<file path="src/rtl/axi_xbar_pkg.sv">
// Shared definitions for the AXI crossbar address-channel blocks.
package axi_xbar_pkg;

  localparam int unsigned QOS_W   = 4;
  localparam int unsigned MAX_REQ = 16;

  typedef enum logic {
    ARB_IDLE,
    ARB_GRANTED
  } arb_state_e;

  function automatic int unsigned clog2_min1(input int unsigned n);
    return (n > 1) ? $clog2(n) : 1;
  endfunction

  // One-hot pick of the first set bit at or above ptr, wrapping to bit 0.
  function automatic logic [MAX_REQ-1:0] rr_pick(input logic [MAX_REQ-1:0] mask,
                                                 input int unsigned      ptr);
    logic [MAX_REQ-1:0] pick;
    logic               found;
    pick  = '0;
    found = 1'b0;
    for (int unsigned i = 0; i < MAX_REQ; i++) begin
      if (!found && mask[i] && (i >= ptr)) begin
        pick[i] = 1'b1;
        found   = 1'b1;
      end
    end
    for (int unsigned i = 0; i < MAX_REQ; i++) begin
      if (!found && mask[i]) begin
        pick[i] = 1'b1;
        found   = 1'b1;
      end
    end
    return pick;
  endfunction

endpackage

</file>
<file path="src/rtl/axi_xbar_age_ctr.sv">
// Per-requester wait counter: clears on demand, saturates at LIMIT, held at 0 when LIMIT is 0.
module axi_xbar_age_ctr #(
  parameter int unsigned LIMIT = 64,
  parameter int unsigned WIDTH = 7
) (
  input  logic             clk,
  input  logic             rst,
  input  logic             clr,
  input  logic             inc,
  output logic [WIDTH-1:0] count
);

  always_ff @(posedge clk) begin
    if (rst || (LIMIT == 0)) begin
      count <= '0;
    end else if (clr) begin
      count <= '0;
    end else if (inc && (count != WIDTH'(LIMIT))) begin
      count <= count + 1'b1;
    end
  end

endmodule

</file>
<file path="src/rtl/axi_xbar_addr_arb.sv">
// Address-channel arbiter for one crossbar master port: urgent-first, QoS-max,
// then round-robin selection; grant is registered and held until ack.
module axi_xbar_addr_arb
  import axi_xbar_pkg::*;
#(
  parameter int unsigned S_COUNT    = 4,
  parameter int unsigned QOS_ENABLE = 1,
  parameter int unsigned AGE_LIMIT  = 64,
  parameter int unsigned AGE_WIDTH  = (AGE_LIMIT > 0) ? $clog2(AGE_LIMIT + 1) : 1
) (
  input  logic                           clk,
  input  logic                           rst,
  input  logic [S_COUNT-1:0]             req,
  input  logic [QOS_W*S_COUNT-1:0]       req_qos,
  input  logic                           ack,
  output logic [S_COUNT-1:0]             grant,
  output logic [clog2_min1(S_COUNT)-1:0] grant_encoded,
  output logic                           grant_valid
);

  localparam int unsigned ENC_W = clog2_min1(S_COUNT);

  arb_state_e           state;
  logic [ENC_W-1:0]     ptr;
  logic [ENC_W-1:0]     ptr_sel;
  logic [ENC_W-1:0]     enc_d;
  logic [AGE_WIDTH-1:0] age [S_COUNT];
  logic [S_COUNT-1:0]   urgent;
  logic [S_COUNT-1:0]   cand;
  logic [S_COUNT-1:0]   grant_d;
  logic [QOS_W-1:0]     qos_max;
  logic                 rearb;

  always_comb begin
    rearb   = 1'b0;
    ptr_sel = ptr;
    if (state == ARB_IDLE) begin
      rearb = 1'b1;
    end else if (!(|(grant & req))) begin
      rearb = 1'b1;
    end else if (ack) begin
      rearb   = 1'b1;
      ptr_sel = (grant_encoded == ENC_W'(S_COUNT - 1)) ? '0 : grant_encoded + 1'b1;
    end

    for (int unsigned i = 0; i < S_COUNT; i++) begin
      urgent[i] = req[i] && (AGE_LIMIT != 0) && (age[i] == AGE_WIDTH'(AGE_LIMIT));
    end
    cand = (|urgent) ? urgent : req;

    qos_max = '0;
    for (int unsigned i = 0; i < S_COUNT; i++) begin
      if (cand[i] && (req_qos[QOS_W*i +: QOS_W] > qos_max)) begin
        qos_max = req_qos[QOS_W*i +: QOS_W];
      end
    end
    if (QOS_ENABLE != 0) begin
      for (int unsigned i = 0; i < S_COUNT; i++) begin
        if (req_qos[QOS_W*i +: QOS_W] != qos_max) begin
          cand[i] = 1'b0;
        end
      end
    end

    // On ack-release the pick already uses the advanced pointer, giving back-to-back grants.
    grant_d = rearb ? S_COUNT'(rr_pick(MAX_REQ'(cand), 32'(ptr_sel))) : grant;

    enc_d = '0;
    for (int unsigned i = 0; i < S_COUNT; i++) begin
      if (grant_d[i]) begin
        enc_d = ENC_W'(i);
      end
    end
  end

  always_ff @(posedge clk) begin
    if (rst) begin
      state         <= ARB_IDLE;
      grant         <= '0;
      grant_encoded <= '0;
      grant_valid   <= 1'b0;
      ptr           <= '0;
    end else begin
      state         <= (|grant_d) ? ARB_GRANTED : ARB_IDLE;
      grant         <= grant_d;
      grant_encoded <= enc_d;
      grant_valid   <= |grant_d;
      ptr           <= ptr_sel;
    end
  end

  for (genvar gi = 0; gi < S_COUNT; gi++) begin : g_age
    axi_xbar_age_ctr #(
      .LIMIT (AGE_LIMIT),
      .WIDTH (AGE_WIDTH)
    ) u_age (
      .clk   (clk),
      .rst   (rst),
      .clr   (!req[gi] || grant_d[gi]),
      .inc   (req[gi]),
      .count (age[gi])
    );
  end

endmodule

</file>
<file path="config.mk">
export PLATFORM = sky130hd
export DESIGN_NAME = axi_xbar_addr_arb
export DESIGN_NICKNAME = d
export VERILOG_FILES = /design/src/rtl/axi_xbar_pkg.sv /design/src/rtl/axi_xbar_age_ctr.sv /design/src/rtl/axi_xbar_addr_arb.sv
export SDC_FILE = /design/constraint.sdc
export NUM_CORES = 1
export LEC_CHECK = 0
export ABC_CLOCK_PERIOD_IN_PS = 10200
export CORE_ASPECT_RATIO = 1.4
export CORE_UTILIZATION = 25
export CTS_CLUSTER_SIZE = 8
export DETAILED_ROUTE_END_ITERATION = 8
export SETUP_SLACK_MARGIN = 0.05
export SYNTH_ARGS = -nofsm -noshare
export SYNTH_HDL_FRONTEND = slang
export SYNTH_SLANG_ARGS = --single-unit
</file>
<file path="constraint.sdc">
create_clock -name clk -period 10.2 [get_ports clk]
set_clock_uncertainty 0.2 [all_clocks]
set_input_delay 3.06 -clock clk [delete_from_list [all_inputs] [get_ports clk]]
set_output_delay 3.06 -clock clk [all_outputs]
set_load 0.02 [all_outputs]
</file>
==> results of run 1 <==
## per-layer routing
| metal | GRT usage (%) | vias to the layer above | part of all wire (%) |
|---|---|---|---|
| met5 | 0 | - | 0 |
| met4 | 7.52 | 0 | 3.9 |
| met3 | 2.27 | 23 | 4.1 |
| met2 | 24.1 | 72 | 49 |
| met1 | 16.6 | 1455 | 43 |
| li1 | - | 1517 | - |
## how the worst max path moves through the flow
| stage | end | depth (start not counted) |
|---|---|---|
| after floorplan | g_age[0].u_age.count[1] | 32 |
| after global placement | g_age[0].u_age.count[1] | 31 |
| after detailed placement | g_age[0].u_age.count[4] | 31 |
| after CTS | g_age[0].u_age.count[1] | 31 |
| after global routing | g_age[0].u_age.count[0] | 31 |
| final | g_age[2].u_age.count[1] | 31 |
## Yosys cell counts (3+ instances only)
cell	n	area share [%]
o21ai_0	8	1.3
o211ai_1	4	0.96
o21ai_1	4	0.64
mux2i_1	3	0.96
and2_1	4	0.80
nand3_1	19	3.0
inv_1	18	2.2
nand4_1	18	3.6
xor2_1	14	3.9
a21oi_1	17	2.7
nand3b_1	5	1.2
nor2_1	45	5.4
nor2_2	9	1.8
a31o_2	3	0.84
clkbuf_1	4	0.48
o31ai_1	4	0.96
nor4b_2	3	1.4
ha_1	20	8.0
nor3_1	10	1.6
a31oi_1	3	0.60
nand2_1	48	5.8
a311oi_1	3	0.84
dfxtp_1	37	24
o21a_1	4	0.96
nor2b_1	3	0.60
xnor2_1	23	6.5
## cell usage in the layout, fill, tap and decap left out, types with 3 or more instances in the layout
cell,count
nor2b_1,3
and2_1,4
xor2_1,14
nand4_1,18
nand3b_1,5
buf_4,15
o21ai_1,4
nand2_2,3
o21ai_0,8
nand3_1,19
o211ai_1,4
nand2_1,46
clkbuf_16,5
dfxtp_1,37
xnor2_1,23
inv_1,18
nor4b_2,3
a21oi_2,4
nor3_1,10
a21oi_1,15
o31ai_1,4
clkdlybuf4s50_1,29
a31o_2,3
a311oi_1,3
nor2_2,9
mux2i_1,3
a31oi_1,3
ha_1,20
nor2_1,45
o21a_1,4
## metrics by stage
| step | TNS [ps] | area, um2 |
|---|---|---|
| after floorplan | 0 | 3120 |
| after global placement | 0 | 3650 |
| after detailed placement | -155 | 3650 |
| after CTS | 0 | 3790 |
| after global routing | 0 | 3820 |
| final | 0 | 3820 |
## area by class of cell
type | instances | share of cell area (%)
Clock buffer | 5 | 3.28
Sequential cell | 37 | 19.4
Timing Repair Buffer | 44 | 10.5
Multi-Input combinational cell | 333 | 59.7
Tap cell | 147 | 4.81
Inverter | 18 | 1.77
Clock inverter | 3 | 0.459
## cells by family after synthesis
family          after synthesis  share of synthesized area, %
flops                        37                          23.7
xor+xnor                     37                          10.4
mux                           6                          2.40
buf+inv                      26                          3.69
simple gates                190                          32.5
fa+ha+maj                    20                          8.02
compound gates               80                          19.3
## flip-flops by register name, summed over array words and instances (netlist names)
| signal | count |
|---|---|
| g_age.u_age.count | 28 |
| grant | 4 |
| grant_encoded | 2 |
| grant_valid | 1 |
| ptr | 2 |
## what timing repair did
| action | 4_1_cts | 5_1_grt |
|---|---|---|
| buffers inserted | 0 | 2 |
| resized for setup | 0 | 5 |
| setup endpoints to repair | 0 | 32 |
## critical path, delay by kind of cell
family                   cells  cell delay (ps)
AND/OR/NAND/NOR             15             2970
AO/OA/AOI/OAI               11             2190
buffers and inverters        1              490
adder cells (fa/ha/maj)      3              880
XOR/XNOR                     1              160
## power by group
| group | internal [mW] | total, mW | leakage [nW] | switching [mW] |
|---|---|---|---|---|
| Clock | 0.0895 | 0.150 | 0.0696 | 0.0601 |
| Combinational | 0.0716 | 0.165 | 1.02 | 0.0929 |
| Sequential | 0.151 | 0.156 | 0.299 | 0.00559 |
==> key figures, run 1 <==
Global route
  – Grt ovf: 0
  – Antenna violations before repair: 0
  – First-pass GRT wire length: 14,300 um
  – Largest net degree at the start of global routing: 14
  – Tot GR Track Use: 14.2%
  – Number of global-route vias before repair: 3,029

Clocking
  – CTS clk-pin slew, worst paths: 60 ps
  – Clock tree sinks: 37
  – H-tree depth: 2
  – Clock buffer count from CTS: 5
  – TritonCTS clock tree: yes
  – # hold bufs at CTS: 0
  – Worst-Skew Late Latency: 290 ps
  – CTS root buffer: clkbuf_16
  – CTS max path bufs: 2

Worst setup path
  – Crit path launch type: input pin
  – CP Launch Point: req[0]
  – CP max stage cell: clkdlybuf4s50_1
  – CP endpoint kind: flop
  – Worst r2r dst: g_age[2].u_age.count[1]
  – CP Data Arrival Time: 9750 ps
  – R2R Setup Slk: 2910 ps
  – R2R cell count: 30
  – Crit Path Category: input pin to flop
  – Required time of the critical path: 10,210 ps
  – Worst R2R Start: g_age[0].u_age.count[2]
  – Crit-path max cell delay: 490 ps
  – CP max FO: 8

Placement
  – Routability cong.: 0.932
  – Hpwl dp: 6880 um
  – Pre-CTS setup slack: -39.4 ps
  – Placed Cells incl. Taps: 577
  – Port bufs: 29

Detailed routing
  – DRC viols: 0
  – Drt pass-1 iters: 4
  – Vias per cell: 5.22
  – Final ANT Viol Nets: 0
  – Routed wire length: 8610 um
  – DR vias: 3,067
  – Initial DRC count: 134
  – DR WL/cell: 14.7 um

STA
  – Slew Limit Fails: 0
  – Worst hold margin: 304 ps
  – Hold Violations, Final: 0
  – Setup-failing EPs final: 0
  – Final cycle utilization of the critical path: 95.5%
  – Final WS setup: 460 ps
  – Shortest period the worst path allows: 9740 ps
  – Worst slew margin relative to its limit: 64.0%
  – Worst Tran Pin Value: 537 ps
  – Max frequency: 0.103 GHz
  – RSZ-0062 raised after global routing: false

Yosys
  – Mapped Avg Cell Area: 7.88 um2
  – Post-synthesis sequential area ratio: 23.7%
  – Synth Register Bits: 37
  – Post-Syn Nets: 439
  – Post-Syn Instances: 396
  – Cell variety after synth: 71
  – Ys Warns: 0
  – Post-synth EDFFs: 0
  – Cell Area, Synth: 3120 um2
  – Async set or reset register ratio after synthesis: 0%
  – Top_reg_cell synth: dfxtp_1

Layout
  – FILL cells: 1,315
  – N_diodes: 0
  – Share of layout cells above drive strength 1: 15.0%
  – Fin nets: 482
  – Post-Layout Cell Count: 587
  – Core Util, Final: 31.8%
  – Seq. cell area: 741 um2
  – Multi-input gate area: 2280 um2
  – Synthesis-to-finish area growth: 22.4%

Floorplanning
  – # rows: 47
  – Num ports: 30
  – Core area: 12,000 um2
  – Die area: 12,900 um2
  – Starting Density: 26.0%
  – Overall die height: 134 um
  – DIE WIDTH: 96.4 um

Min path
  – Worst hold start: g_age[3].u_age.count[1]
  – Worst Hold Class: flop to flop
  – WHS Endpoint: g_age[3].u_age.count[1]
  – WHS Path Cells: 2

Power and ir drop
  – Pwr/cell area: 123 nW/um2
  – Max IR drop VDD: 0.0000623 V
  – Power after layout: 470 uW
  – Pleak: 1.39 nW

Run status
  – Status: complete, no violations

Job
  – Max cap viols: 0
(Power assumes the default switching activity.)
==> run 2, diff against run 1 <==
- ABC_CLOCK_PERIOD_IN_PS: 10200 -> 11350
- CTS_BUF_LIST: unset -> sky130_fd_sc_hd__clkbuf_16
- clock period: 10.2 -> 11.35 ns (I/O delays scaled with it)
==> key figures, run 2 (synthesized netlist as in run 1, its figures left out) <==
STA
  – Shortest period the worst path allows: 10,660 ps
  – Final cycle utilization of the critical path: 93.9%
  – RSZ-0062 raised after global routing: false
  – Slew Limit Fails: 0
  – Final WS setup: 690 ps
  – Max frequency: 0.0938 GHz
  – Sum Neg Setup Slack: 0 ps
  – Hold Violations, Final: 0
  – Setup-failing EPs final: 0
  – Worst Tran Pin Value: 630 ps
  – Worst slew margin relative to its limit: 57.7%

Floorplanning
  – DIE WIDTH: 96.4 um
  – Starting Density: 26.0%
  – Die area: 12,900 um2
  – # rows: 47
  – Num ports: 30
  – Overall die height: 134 um
  – Core area: 12,000 um2

Detailed routing
  – Drt pass-1 iters: 4
  – Routed wire length: 8620 um
  – DR vias: 3,007
  – Vias per cell: 5.22
  – DRC viols: 0
  – Final ANT Viol Nets: 0
  – DR WL/cell: 15.0 um
  – Initial DRC count: 79

Worst setup path
  – R2R Setup Slk: 3510 ps
  – Crit path launch type: input pin
  – Required time of the critical path: 11,370 ps
  – CP max stage cell: or4b_1
  – CP endpoint kind: flop
  – CP max FO: 8
  – Crit-path most repeated cell: nand2_1
  – CP Data Arrival Time: 10,680 ps
  – R2R cell count: 30
  – Crit-path max cell delay: 710 ps
  – Crit Path Category: input pin to flop

Clocking
  – Clock tree sinks: 37
  – TritonCTS clock tree: yes
  – CTS root buffer: clkbuf_16
  – Worst-Skew Late Latency: 280 ps
  – CTS clk-pin slew, worst paths: 60 ps
  – Clock buffer count from CTS: 5
  – H-tree depth: 2
  – CTS max path bufs: 2

Global route
  – Number of global-route vias before repair: 2,969
  – First-pass GRT wire length: 14,000 um
  – Antenna violations before repair: 0
  – Largest net degree at the start of global routing: 14
  – Grt ovf: 0
  – Tot GR Track Use: 14.0%

Min path
  – Worst Hold Class: flop to flop
  – WHS Path Cells: 2

Layout
  – Share of layout cells above drive strength 1: 11.9%
  – Multi-input gate area: 2270 um2
  – Most common cell after layout, fill and taps aside: nand2_1
  – Synthesis-to-finish area growth: 19.3%
  – Fin nets: 471
  – N_diodes: 0
  – Max FFs per register: 28
  – Top reg by flops: g_age.u_age.count
  – Seq. cell area: 741 um2
  – FILL cells: 1,281
  – Largest registers: g_age.u_age.count: 28 flops, grant: 4 flops
  – Commonest cells after routing, fill and taps aside: 48 x nand2_1, 45 x nor2_1, 37 x dfxtp_1

Placement
  – Pre-CTS setup slack: 259 ps
  – Hpwl dp: 6950 um
  – Port bufs: 29
  – Routability cong.: 1.01

Power and ir drop
  – Comb power frac: 34.2%
  – Cell Int Power: 275 uW
  – Sequential cell fraction of total power: 33.8%
  – Max IR drop VDD: 0.0000528 V
  – Clock power share: 32.1%
  – Pleak: 1.34 nW
  – NetSw: 140 uW
  – Net Sw Frac: 33.8%
  – Pwr/cell area: 111 nW/um2

Job
  – Max cap viols: 0

Run status
  – Status: complete, no violations
run 2: power groups by stage:
stage	registers (mW)	logic, mW	clock network [mW]
after floorplan	0.146	0.0905	0
after global placement	0.143	0.139	0
final	0.140	0.142	0.133
after detailed placement	0.143	0.139	0
after CTS	0.140	0.140	0.139
after global routing	0.141	0.155	0.144
run 2: final timing paths:
kind	start	to
setup / recovery	req[3]	g_age[0].u_age.count[1]
hold / removal	g_age[2].u_age.count[1]	g_age[2].u_age.count[1]
setup reg to reg	g_age[0].u_age.count[2]	g_age[0].u_age.count[1]
hold reg to reg	g_age[2].u_age.count[1]	g_age[2].u_age.count[1]
run 2: routing by layer:
layer | vias to the layer above | GRT usage (%) | wire (um) | part of all wire [%]
met5 | - | 0 | 0 | 0
met4 | 0 | 7.76 | 321 | 3.7
met3 | 18 | 2.38 | 457 | 5.3
met2 | 80 | 23.7 | 4260 | 49
met1 | 1407 | 16.3 | 3580 | 42
li1 | 1502 | - | - | -
run 2: repair_timing:
| action | CTS | global route |
|---|---|---|
| buffers inserted | 0 | 0 |
| endpoints found under the setup margin | 0 | 7 |
| hold buffers | 0 | 0 |
| gates resized for setup | 0 | 1 |
run 2: critical path: cells and delay by family:
family,cells,cell delay [ps]
and+or+nand+nor,14,3010
AOI/OAI and AO/OA,11,2100
adders and majority gates,3,890
muxes,2,730
buffers and inverters,1,520
run 2: cell type report:
| cell class | count | area share (%) |
|---|---|---|
| Multi-Input combinational cell | 333 | 60.9 |
| Sequential cell | 37 | 19.9 |
| Timing Repair Buffer | 33 | 8.60 |
| Tap cell | 147 | 4.94 |
| Clock buffer | 5 | 3.36 |
| Inverter | 18 | 1.81 |
| Clock inverter | 3 | 0.470 |
run 2: through the flow:
step,instances,area (um2),hold WS [ps],power (mW),util [%]
5_1_grt,576,3720,342,0.441,31.0
3_3_place_gp,568,3580,287,0.282,29.8
2_1_floorplan,396,3120,266,0.237,-
6_report,576,3720,304,0.415,31.0
3_5_place_dp,568,3580,298,0.282,29.8
4_1_cts,576,3720,306,0.419,31.0
==> run 3, diff against run 2 <==
- CORE_ASPECT_RATIO: 1.4 -> 0.9
==> key figures, run 3 (synthesized netlist as in run 1, its figures left out) <==
Detailed routing
  – Metal3 WL: 641 um
  – Initial DRC count: 304
  – DR vias: 3,022
  – Met1 wire length: 4010 um
  – Drt pass-1 iters: 6
  – DR WL/cell: 14.7 um
  – Max Used Layer: met4
  – Met2 WL: 3830 um
  – DRC viols: 0
  – Final ANT Viol Nets: 0
  – Routed wire length: 8630 um
  – Vias per cell: 5.13

Clocking
  – Clock tree sinks: 37
  – CTS clk-pin slew, worst paths: 60 ps
  – Post-CTS Resized: 0
  – # hold bufs at CTS: 0
  – Post-CTS Setup Bufs: 0
  – TritonCTS clock tree: yes
  – CTS root buffer: clkbuf_16
  – H-tree depth: 2
  – Worst-Skew Late Latency: 280 ps
  – CTS max path bufs: 2
  – Clock buffer count from CTS: 5

STA
  – Slew Limit Fails: 0
  – Max frequency: 0.0931 GHz
  – RSZ-0062 raised after global routing: false
  – Worst hold margin: 296 ps
  – Final WS setup: 611 ps
  – Setup-failing EPs final: 0
  – Shortest period the worst path allows: 10,740 ps
  – Sum Neg Setup Slack: 0 ps
  – Worst Tran Pin Value: 607 ps
  – Worst slew margin relative to its limit: 59.4%
  – Final cycle utilization of the critical path: 94.6%
  – Hold Violations, Final: 0

Worst setup path
  – Crit path launch type: input pin
  – Worst R2R Start: g_age[0].u_age.count[2]
  – Worst r2r dst: g_age[0].u_age.count[1]
  – Crit Path Category: input pin to flop
  – CP Data Arrival Time: 10,750 ps
  – Crit-path most repeated cell: nand2_1
  – R2R cell count: 30
  – Required time of the critical path: 11,370 ps
  – CP max FO: 8
  – Crit-path max cell delay: 730 ps
  – CP endpoint kind: flop
  – R2R Setup Slk: 3400 ps
  – CP max stage cell: or4b_1

Power and ir drop
  – Max IR drop VDD: 0.0000506 V
  – Power after layout: 413 uW
  – Pwr/cell area: 111 nW/um2
  – Pleak: 1.34 nW

Job
  – Max cap viols: 0

Layout
  – Max FFs per register: 28
  – FILL cells: 1,291
  – Largest registers: g_age.u_age.count: 28 flops, grant: 4 flops
  – Multi-input gate area: 2270 um2
  – Core Util, Final: 30.8%
  – Share of layout cells above drive strength 1: 11.4%
  – Final Instance Area: 3730 um2
  – Most common cell after layout, fill and taps aside: nand2_1
  – Seq. cell area: 741 um2
  – Synthesis-to-finish area growth: 19.6%
  – Fin nets: 471
  – N_diodes: 0
  – Commonest cells after routing, fill and taps aside: 48 x nand2_1, 45 x nor2_1, 37 x dfxtp_1
  – Post-Layout Cell Count: 589
  – Top reg by flops: g_age.u_age.count

Floorplanning
  – Starting Density: 25.7%
  – DIE WIDTH: 120 um
  – Core area: 12,100 um2
  – Overall die height: 108 um
  – Num ports: 30
  – Die area: 12,900 um2
  – # rows: 38

Run status
  – Status: complete, no violations

Global route
  – Number of global-route vias before repair: 2,837
  – Grt ovf: 0
  – Tot GR Track Use: 13.8%
  – First-pass GRT wire length: 14,100 um
  – Largest net degree at the start of global routing: 14
  – Antenna violations before repair: 0

Placement
  – Area of placed instances: 3590 um2
  – Port bufs: 29
  – Pre-CTS setup slack: 432 ps
  – Hpwl dp: 6880 um
  – Placed Cells incl. Taps: 581
  – Routability cong.: 0.979

Min path
  – WHS Path Cells: 2
  – WHS Endpoint: g_age[3].u_age.count[1]
  – Worst Hold Class: flop to flop
  – Worst hold start: g_age[3].u_age.count[1]
-- run 3: power by group --
group / internal (mW) / switching (mW)
Combinational: 0.0589 / 0.0821
Clock: 0.0796 / 0.0522
Sequential: 0.135 / 0.00449
Total: 0.274 / 0.139
-- run 3: layer usage --
metal / track usage [%] / up-vias
met1: 18.4 / 1408
met2: 22.1 / 100
met5: 0 / -
met4: 4.20 / 0
li1: - / 1499
met3: 3.27 / 15
-- run 3: worst max-delay path, delay by kind of cell --
kind | cells | cell delay (ps)
AND/OR/NAND/NOR | 13 | 2840
AO/OA/AOI/OAI | 13 | 2740
adder cells (fa/ha/maj) | 3 | 900
buffers and inverters | 1 | 490
multiplexers | 1 | 370
-- run 3: worst max-delay path by stage --
stage	slack, ps	startpoint	end
after floorplan	1850	req[0]	g_age[0].u_age.count[1]
final	610	req[0]	g_age[0].u_age.count[1]
after global routing	50	req[3]	g_age[0].u_age.count[5]
after detailed placement	430	req[0]	g_age[0].u_age.count[1]
after global placement	570	req[0]	g_age[0].u_age.count[1]
after CTS	700	req[0]	g_age[0].u_age.count[1]
-- run 3: cell type report --
type                            instances  share of cell area (%)
Timing Repair Buffer                   33                    8.58
Multi-Input combinational cell        333                    60.7
Tap cell                              160                    5.36
Inverter                               18                    1.81
Clock inverter                          3                   0.369
Sequential cell                        37                    19.8
Clock buffer                            5                    3.35
